`src/rtl/vm_pkg.sv`:
```
`default_nettype none
// ============================================================================
// Module   : vm_pkg
// Purpose  : Definitions shared by the credit accumulator and its adder:
//            default widths and the controller state enumeration.
// Ports    : none (package)
// Revision : 1.0 - initial release
// ============================================================================
package vm_pkg;

    // Width of a coin value and of the credit register.
    localparam int WIDTH_DEF = 5;
    // Width of the saturating accepted-coin counter.
    localparam int CNT_W_DEF = 4;

    // IDLE  : credit and coin count both zero, coins accepted
    // ACCUM : something has been paid in, coins still accepted
    // HOLD  : credit offered downstream, coins refused
    typedef enum logic [1:0] {
        ST_IDLE  = 2'd0,
        ST_ACCUM = 2'd1,
        ST_HOLD  = 2'd2
    } state_t;

endpackage : vm_pkg
`default_nettype wire

```
`src/rtl/adder5.sv`:
```
`default_nettype none
// ============================================================================
// Module   : adder5
// Purpose  : Unsigned WIDTH-bit adder with separate carry out. Used to form
//            credit + coin; the carry tells the controller the coin would
//            overflow the credit register.
// Ports    : a     - first addend  (WIDTH)
//            b     - second addend (WIDTH)
//            sum   - low WIDTH bits of a + b
//            carry - bit WIDTH of a + b
// Revision : 1.0 - initial release
// ============================================================================
module adder5
    import vm_pkg::*;
#(
    parameter int WIDTH = WIDTH_DEF
) (
    input  logic [WIDTH-1:0] a,
    input  logic [WIDTH-1:0] b,
    output logic [WIDTH-1:0] sum,
    output logic             carry
);

    // Extend both operands by one bit so the full WIDTH+1 result is kept.
    logic [WIDTH:0] w_full;

    assign w_full = {1'b0, a} + {1'b0, b};
    assign sum    = w_full[WIDTH-1:0];
    assign carry  = w_full[WIDTH];

endmodule : adder5
`default_nettype wire

```
`src/rtl/credit_accumulator.sv`:
```
`default_nettype none
// ============================================================================
// Module   : credit_accumulator
// Purpose  : Accumulates coin values into a credit register, counts accepted
//            coins, refuses coins that would overflow, and either hands the
//            credit downstream (commit / out_ready) or refunds it (cancel).
// Ports    : clk, rst_n            - clock, asynchronous active-low reset
//            coin_valid, coin_val  - offered coin
//            coin_ready            - coin can be taken this cycle
//            commit, cancel        - single-cycle control requests
//            credit, coin_cnt      - current credit / accepted-coin count
//            coin_reject           - pulse: last offered coin overflowed
//            out_valid, out_credit - credit offered downstream
//            out_ready             - downstream takes out_credit
//            refund_valid, refund_amt - pulse with the refunded credit
// Revision : 1.0 - initial release
// ============================================================================
module credit_accumulator
    import vm_pkg::*;
#(
    parameter int WIDTH = WIDTH_DEF,
    parameter int CNT_W = CNT_W_DEF
) (
    input  logic             clk,
    input  logic             rst_n,
    input  logic             coin_valid,
    input  logic [WIDTH-1:0] coin_val,
    output logic             coin_ready,
    input  logic             commit,
    input  logic             cancel,
    output logic [WIDTH-1:0] credit,
    output logic [CNT_W-1:0] coin_cnt,
    output logic             coin_reject,
    output logic             out_valid,
    output logic [WIDTH-1:0] out_credit,
    input  logic             out_ready,
    output logic             refund_valid,
    output logic [WIDTH-1:0] refund_amt
);

    localparam logic [CNT_W-1:0] C_CNT_MAX = {CNT_W{1'b1}};
    localparam logic [CNT_W-1:0] C_CNT_ONE = {{(CNT_W-1){1'b0}}, 1'b1};

    // ------------------------------------------------------------------
    // Registered state and outputs
    // ------------------------------------------------------------------
    state_t           r_state;
    logic [WIDTH-1:0] r_credit;
    logic [CNT_W-1:0] r_cnt;
    logic             r_reject;
    logic             r_out_valid;
    logic [WIDTH-1:0] r_out_credit;
    logic             r_refund_valid;
    logic [WIDTH-1:0] r_refund_amt;

    // ------------------------------------------------------------------
    // Next-state values
    // ------------------------------------------------------------------
    state_t           w_state_nx;
    logic [WIDTH-1:0] w_credit_nx;
    logic [CNT_W-1:0] w_cnt_nx;
    logic             w_reject_nx;
    logic             w_out_valid_nx;
    logic [WIDTH-1:0] w_out_credit_nx;
    logic             w_refund_valid_nx;
    logic [WIDTH-1:0] w_refund_amt_nx;

    logic             w_coin_hs;
    logic [WIDTH-1:0] w_sum;
    logic             w_carry;
    logic [CNT_W-1:0] w_cnt_inc;

    // ------------------------------------------------------------------
    // Datapath
    // ------------------------------------------------------------------
    adder5 #(
        .WIDTH (WIDTH)
    ) u_adder (
        .a     (r_credit),
        .b     (coin_val),
        .sum   (w_sum),
        .carry (w_carry)
    );

    // coin_ready is a pure decode of the state register, so it carries no
    // combinational path from any input.
    assign coin_ready = (r_state != ST_HOLD);
    assign w_coin_hs  = coin_valid && coin_ready;
    assign w_cnt_inc  = (r_cnt == C_CNT_MAX) ? r_cnt : (r_cnt + C_CNT_ONE);

    // ------------------------------------------------------------------
    // Next-state / next-output logic
    // ------------------------------------------------------------------
    always_comb begin
        w_state_nx        = r_state;
        w_credit_nx       = r_credit;
        w_cnt_nx          = r_cnt;
        w_reject_nx       = 1'b0;
        w_refund_valid_nx = 1'b0;
        w_refund_amt_nx   = '0;

        case (r_state)
            ST_HOLD: begin
                // A completed handoff wins over a same-edge cancel.
                if (out_ready) begin
                    w_credit_nx = '0;
                    w_cnt_nx    = '0;
                    w_state_nx  = ST_IDLE;
                end else if (cancel) begin
                    w_refund_valid_nx = 1'b1;
                    w_refund_amt_nx   = r_credit;
                    w_credit_nx       = '0;
                    w_cnt_nx          = '0;
                    w_state_nx        = ST_IDLE;
                end
            end

            ST_IDLE, ST_ACCUM: begin
                // Cancel only means something once there is credit or a
                // count to give back; it then discards any same-edge coin.
                if (cancel && (r_state == ST_ACCUM)) begin
                    w_refund_valid_nx = 1'b1;
                    w_refund_amt_nx   = r_credit;
                    w_credit_nx       = '0;
                    w_cnt_nx          = '0;
                    w_state_nx        = ST_IDLE;
                end else begin
                    // Coin first, so a same-edge commit holds the result.
                    if (w_coin_hs) begin
                        if (w_carry) begin
                            w_reject_nx = 1'b1;
                        end else begin
                            w_credit_nx = w_sum;
                            w_cnt_nx    = w_cnt_inc;
                            w_state_nx  = ST_ACCUM;
                        end
                    end
                    if (commit && (r_state == ST_ACCUM)) begin
                        w_state_nx = ST_HOLD;
                    end
                end
            end

            default: begin
                // Unreachable encoding: recover to a clean idle.
                w_credit_nx = '0;
                w_cnt_nx    = '0;
                w_state_nx  = ST_IDLE;
            end
        endcase

        w_out_valid_nx  = (w_state_nx == ST_HOLD);
        w_out_credit_nx = w_out_valid_nx ? w_credit_nx : '0;
    end

    // ------------------------------------------------------------------
    // State register
    // ------------------------------------------------------------------
    always_ff @(posedge clk or negedge rst_n) begin
        if (!rst_n) begin
            r_state        <= ST_IDLE;
            r_credit       <= '0;
            r_cnt          <= '0;
            r_reject       <= 1'b0;
            r_out_valid    <= 1'b0;
            r_out_credit   <= '0;
            r_refund_valid <= 1'b0;
            r_refund_amt   <= '0;
        end else begin
            r_state        <= w_state_nx;
            r_credit       <= w_credit_nx;
            r_cnt          <= w_cnt_nx;
            r_reject       <= w_reject_nx;
            r_out_valid    <= w_out_valid_nx;
            r_out_credit   <= w_out_credit_nx;
            r_refund_valid <= w_refund_valid_nx;
            r_refund_amt   <= w_refund_amt_nx;
        end
    end

    assign credit       = r_credit;
    assign coin_cnt     = r_cnt;
    assign coin_reject  = r_reject;
    assign out_valid    = r_out_valid;
    assign out_credit   = r_out_credit;
    assign refund_valid = r_refund_valid;
    assign refund_amt   = r_refund_amt;

endmodule : credit_accumulator
`default_nettype wire

```
`config.mk`:
```
export PLATFORM = sky130hd
export DESIGN_NAME = credit_accumulator
export DESIGN_NICKNAME = d
export VERILOG_FILES = /design/src/rtl/vm_pkg.sv /design/src/rtl/adder5.sv /design/src/rtl/credit_accumulator.sv
export SDC_FILE = /design/constraint.sdc
export NUM_CORES = 1
export LEC_CHECK = 0
export ABC_AREA = 1
export ABC_CLOCK_PERIOD_IN_PS = 1400
export CAP_MARGIN = 20
export CORE_UTILIZATION = 42
export CTS_BUF_LIST = sky130_fd_sc_hd__clkbuf_16
export CTS_CLUSTER_DIAMETER = 50
export DETAILED_ROUTE_END_ITERATION = 10
export GPL_TIMING_DRIVEN = 0
export MAX_ROUTING_LAYER = met4
export PLACE_DENSITY_LB_ADDON = 0.15
export SLEW_MARGIN = 30
export SYNTH_ARGS = -nofsm -noshare
export SYNTH_HDL_FRONTEND = slang
export SYNTH_SLANG_ARGS = --single-unit
```
`constraint.sdc`:
```
create_clock -name clk -period 1.4 [get_ports clk]
set_input_delay 0.35 -clock clk [delete_from_list [all_inputs] [get_ports clk]]
set_output_delay 0.35 -clock clk [all_outputs]
set_load 0.02 [all_outputs]
```
==> results.cfg, run 1 <==
[layout]
area_growth_pct = 66.4
fin_util = 0.745
drive_gt1_frac = 0.397
diodes = 0
nNetsFinal = 228

[min_path]
min_path_type = in -> async

[sta]
max_freq_ghz = 0.602
worst_slack_ps = -260
hold_ws_ps = 67.8
rsz0062_at_grt = true
tns_ps = -1970
worst-slew-pin-transition_ps = 533
max_slew_margin = 0.644
final_max_slew_viol_count = 0
fin_worst_skew_ps = 1.72
fin_crit_ps = 1660
fin_crit_sh = 1.19
hold_violations = 0
setup_viol = 16

[drt]
ant_nets = 0
initialDrtViolationCount = 70
wl_um = 3500
dr.pass1.iters = 4
vias = 1256
avgRoutedWirePerCell_um = 14.6
drc = 0
routed_via_density = 5.23

[clock_network]
cts_root_buffer = clkbuf_16
cts_inserted_buffers = 3
cts_max_level = 1
clkLatencyLatePin_ps = 260
clk_pin_slew_ps = 60
clock-sinks = 24
clockBufferDepth = 2
cts_tree = done

[yosys]
ys_seq_area_frac = 0.482
synth_cells = 150
syn_nets = 168
yosysTopAreaCell = dfrtp_1
yosysTopAreaCellShare = 0.482
ys_warn_count = 0
synth_area_mm2 = 0.00125
synth_area_leaders = dfrtp_1 (48%), nand2_1 (11%), inv_1 (7.8%), ha_1 (6.0%), nand3_1 (4.4%)
syn_area_per_cell_um2 = 8.31
synth_cell_type_count = 24
ys_ff_latch = 24

[place]
gp_congestion = 0.815
dpl_worst_slack_ps = -736
post-dp-hpwl_um = 2170
portBuffers = 33

[global_routing]
antenna_found_initial = 0
grt_max_degree = 25
grt-ovfl-total = 0
grt_pass1_vias = 1273
grtUsageTotal = 0.230
grt_pass1_wl_um = 5540

[die]
die_h_um = 56.5
dieWidth_um = 56.5
io-pin-count = 34
start_util = 0.448
coreArea_mm2 = 0.00278
num_rows = 19
die-area_mm2 = 0.00319

[outcome]
status = complete, but fails checks
failed_checks = negative setup slack

[flow_run]
cap_violations = 0

[power]
peakVddDrop_v = 0.00170
total_power_w = 0.00441
p_per_area_mw_per_mm2 = 2130
power.leakage_nw = 1.11

[worst_setup_path]
critical_path_class = in -> reg
required_ps = 1530
cp_data_arrival_time_ps = 1790
critPathLaunchType = input pin
cp_max_fo = 2
cp_cell_sequence = dlygate4sd2_1, ha_4, inv_2, fa_2, buf_4, xnor2_2, o21ai_2, nand2_1, nand2_2, nor2_1
max_stage_delay_ps = 390
cp-end-kind = flip-flop
worst_path_max_delay_cell = fa_2
==> sequential cells by signal, summed over array words and instances, names as in the netlist <==
signal        cells
r_state           2
out_credit        5
refund_valid      1
refund_amt        5
credit            5
out_valid         1
coin_cnt          4
coin_reject       1
==> critical path: cells and delay by family <==
family                     cells  cell delay, ps
xor gates and xnor gates       1             140
AOI/OAI and AO/OA              1             110
buffers and inverters          3             460
adders and majority gates      2             550
and+or+nand+nor                3             170
==> synth_stat cells <==
library cell	n
a21oi_1	9
fa_1	1
nand2_1	37
nand3_1	11
a31oi_1	1
nand2_2	1
nand3_2	1
xnor2_1	1
nor3b_1	1
inv_2	2
dfrtp_1	24
nor3_4	1
o21ai_2	1
nor2_1	9
nand4_1	2
o21ai_0	5
nor2_4	1
or2_2	1
a211oi_1	1
nand3b_1	2
inv_1	26
nor3_1	5
ha_1	6
nor2_2	1
==> stage by stage <==
step / cells / cell area, um2
6_report: 240 / 2070
5_1_grt: 240 / 2070
4_1_cts: 228 / 1940
3_5_place_dp: 214 / 1730
3_3_place_gp: 214 / 1740
2_1_floorplan: 150 / 1370
==> layout by cell type (no fill, tap or decap), types with 4 or more instances in the layout <==
cell            n
inv_1          22
nand2_4         4
nand2_1        29
nor2_4          4
nand3_2         4
ha_4            5
nand2_2         5
buf_4          20
dfrtp_1        19
nor3_1          4
nor2_1          6
inv_2           6
dlygate4sd2_1  21
dfrtp_2         5
nand3_1         6
a21oi_1         4
==> cell type report <==
type / instances / area [um2]
multi-input combinational: 98 / 769
timing repair buffer: 55 / 448
fill: 197 / 708
tap: 31 / 38.8
clock buffer: 3 / 75.1
clock inverter: 1 / 30.0
sequential: 24 / 607
inverter: 28 / 105
==> final timing paths <==
check	from	end	slack [ps]	depth (start not counted)
hold / removal	rst_n	out_credit[1]	70	1
min in group clk	coin_cnt[1]	coin_cnt[1]	540	2
setup reg to reg	credit[0]	out_credit[2]	-250	9
hold reg to reg	coin_cnt[1]	coin_cnt[1]	540	2
max in group asynchronous	rst_n	credit[2]	940	1
setup / recovery	coin_val[0]	out_credit[2]	-260	10
==> kinds of logic after synthesis <==
kind of cell             Yosys count  synth area share
XOR/XNOR                           1           0.00703
buffers and inverters             28            0.0843
adder cells (fa/ha/maj)            7            0.0763
AND/OR/NAND/NOR                   73             0.276
AO/OA/AOI/OAI                     17            0.0743
flip-flops                        24             0.482
==> report_power, final <==
group | internal (W) | switching, W | leakage, nW
clock network | 0.000568 | 0.000238 | 0.0511
logic | 0.00111 | 0.00141 | 0.742
registers | 0.000909 | 0.000181 | 0.312
==> layer usage <==
layer | vias to the layer above | routed length [um] | global-route usage
met4 | 0 | 107 | 0.0767
li1 | 597 | - | -
met2 | 53 | 1830 | 0.405
met5 | - | 0 | -
met3 | 16 | 186 | 0.0438
met1 | 590 | 1380 | 0.262
==> what timing repair did <==
item,in CTS,in global routing
setup buffers,10,12
hold buffers,0,0
endpoints found under the setup margin,47,20
gates resized for setup,55,21
pin swaps,13,10
gates cloned,0,0
Note: power is estimated with default switching activity, not from simulation.
==> inputs of run 2 (changes only) <==
--- a/config.mk
+++ b/config.mk
@@ -15,7 +15,7 @@
 export GPL_TIMING_DRIVEN = 0
 export MAX_ROUTING_LAYER = met4
 export PLACE_DENSITY_LB_ADDON = 0.15
-export SLEW_MARGIN = 30
+export SLEW_MARGIN = 25
 export SYNTH_ARGS = -nofsm -noshare
 export SYNTH_HDL_FRONTEND = slang
 export SYNTH_SLANG_ARGS = --single-unit
==> results.cfg, run 2 (synthesis gave the netlist of run 1 again) <==
[worst_setup_path]
required_ps = 1530
max_stage_delay_ps = 350
worst_r2r_endpoint = out_credit[2]
worst_path_max_delay_cell = fa_2
r2r_start = credit[0]
critPathLaunchType = input pin
critical_path_class = in -> reg
cp_data_arrival_time_ps = 1740
reg2reg_depth = 9
cp_cell_sequence = dlygate4sd2_1, ha_4, inv_2, fa_2, buf_4, xnor2_2, o21ai_2, nand2_1, nand2_2, nor2_1
cp_max_fo = 2
r2r_slack_ps = -200
cp-end-kind = flip-flop

[flow_run]
cap_violations = 0

[clock_network]
holdBufCountCts = 0
clock-sinks = 24
cts_max_level = 1
clockBufferDepth = 2
cts_root_buffer = clkbuf_16
clkLatencyLatePin_ps = 260
clk_pin_slew_ps = 60
cts_tree = done
cts_inserted_buffers = 3

[layout]
seqCellArea_um2 = 607
layout_commonest_cell = nand2_1
nNetsFinal = 227
area_growth_pct = 66.5
diodes = 0
fill_cells = 206
multi_input_area_um2 = 762
final_cell_area_mm2 = 0.00207
final_cell_mix = nand2_1 (29), dlygate4sd2_1 (23), inv_1 (21)
drive_gt1_frac = 0.385

[drt]
ant_nets = 0
wl_um = 3430
avgRoutedWirePerCell_um = 14.4
routed_via_density = 5.08
initialDrtViolationCount = 60
drc = 0
dr.pass1.iters = 3
vias = 1213

[sta]
worst-slew-pin-transition_ps = 541
rsz0062_at_grt = true
worst_slack_ps = -211
max_slew_margin = 0.640
fin_worst_skew_ps = 3.42
max_freq_ghz = 0.621
tns_ps = -1830
setup_viol = 16
fin_crit_ps = 1610
fin_crit_sh = 1.15
final_max_slew_viol_count = 0
hold_violations = 0

[global_routing]
grt_max_degree = 25
grt-ovfl-total = 0
grtUsageTotal = 0.237
grt_pass1_vias = 1288
grt_pass1_wl_um = 5650
antenna_found_initial = 0

[place]
dpl_worst_slack_ps = -750
gp_congestion = 0.815
post-dp-hpwl_um = 2190
portBuffers = 33
placed_cell_area_mm2 = 0.00174

[power]
power.leakage_nw = 1.10
peakVddDrop_v = 0.00174
p_per_area_mw_per_mm2 = 2090

[die]
io-pin-count = 34
coreArea_mm2 = 0.00278
dieWidth_um = 56.5
start_util = 0.448
die_h_um = 56.5
die-area_mm2 = 0.00319
num_rows = 19

[outcome]
status = complete, but fails checks
failed_checks = negative setup slack

[min_path]
min_path_type = in -> async
[run 2: changes by cell type in the layout (fill, tap and decap cells not counted), sizes merged]
cell	change
buf	-2
clkbuf	-2
dlygate4sd2	+2
clkdlybuf4s15	+1
[run 2: where the power goes]
part / internal (W) / leakage, nW / switching (W) / total (W)
Sequential: 0.000909 / 0.312 / 0.000183 / 0.00109
Clock: 0.000568 / 0.0511 / 0.000246 / 0.000814
Combinational: 0.00107 / 0.737 / 0.00136 / 0.00242
[run 2: critical path, delay by kind of cell]
| family | cells | cell delay (ps) |
|---|---|---|
| fa+ha+maj | 2 | 510 |
| buf+inv | 3 | 450 |
| simple gates | 3 | 180 |
| xor+xnor | 1 | 140 |
| compound gates | 1 | 110 |
[run 2: stage by stage]
step | power, W | util | cells | hold slack (ps)
finish | 0.00433 | 0.746 | 239 | 68.3
floorplan | 0.00241 | - | 150 | 54.4
global placement | 0.00302 | 0.625 | 214 | 532
detailed placement | 0.00308 | 0.625 | 214 | 536
global route | 0.00463 | 0.746 | 239 | 114
CTS | 0.00408 | 0.710 | 230 | 448
[run 2: cell type report]
cell class | instances | area share
Tap cell | 31 | 0.0187
Multi-Input combinational cell | 98 | 0.367
Sequential cell | 24 | 0.293
Clock inverter | 1 | 0.0145
Inverter | 28 | 0.0507
Timing Repair Buffer | 54 | 0.220
Clock buffer | 3 | 0.0362
[run 2: worst max-delay path by stage]
stage               slack, ps            end  cells after the start         from
floorplan                -180  out_credit[4]                     10    credit[0]
global placement         -680  out_credit[4]                     11  coin_val[0]
detailed placement       -750  out_credit[4]                     11  coin_val[0]
CTS                      -220  out_credit[4]                      9    credit[0]
global route             -280  out_credit[2]                      9    credit[0]
finish                   -210  out_credit[2]                     10  coin_val[0]
[run 2: layer usage]
metal  up-vias  GRT usage  part of all wire
li1        592          -                 -
met1       578      0.260              0.42
met2        31      0.422              0.52
met3        12     0.0438             0.034
met4         0     0.0906             0.027
met5         -          -                 0
[run 2: repair_timing]
action                     4_1_cts  5_1_grt
gates resized for setup         54       19
setup endpoints to repair       71       23
pin swaps                       12        9
cloned                           0        0
buffers inserted                12        9
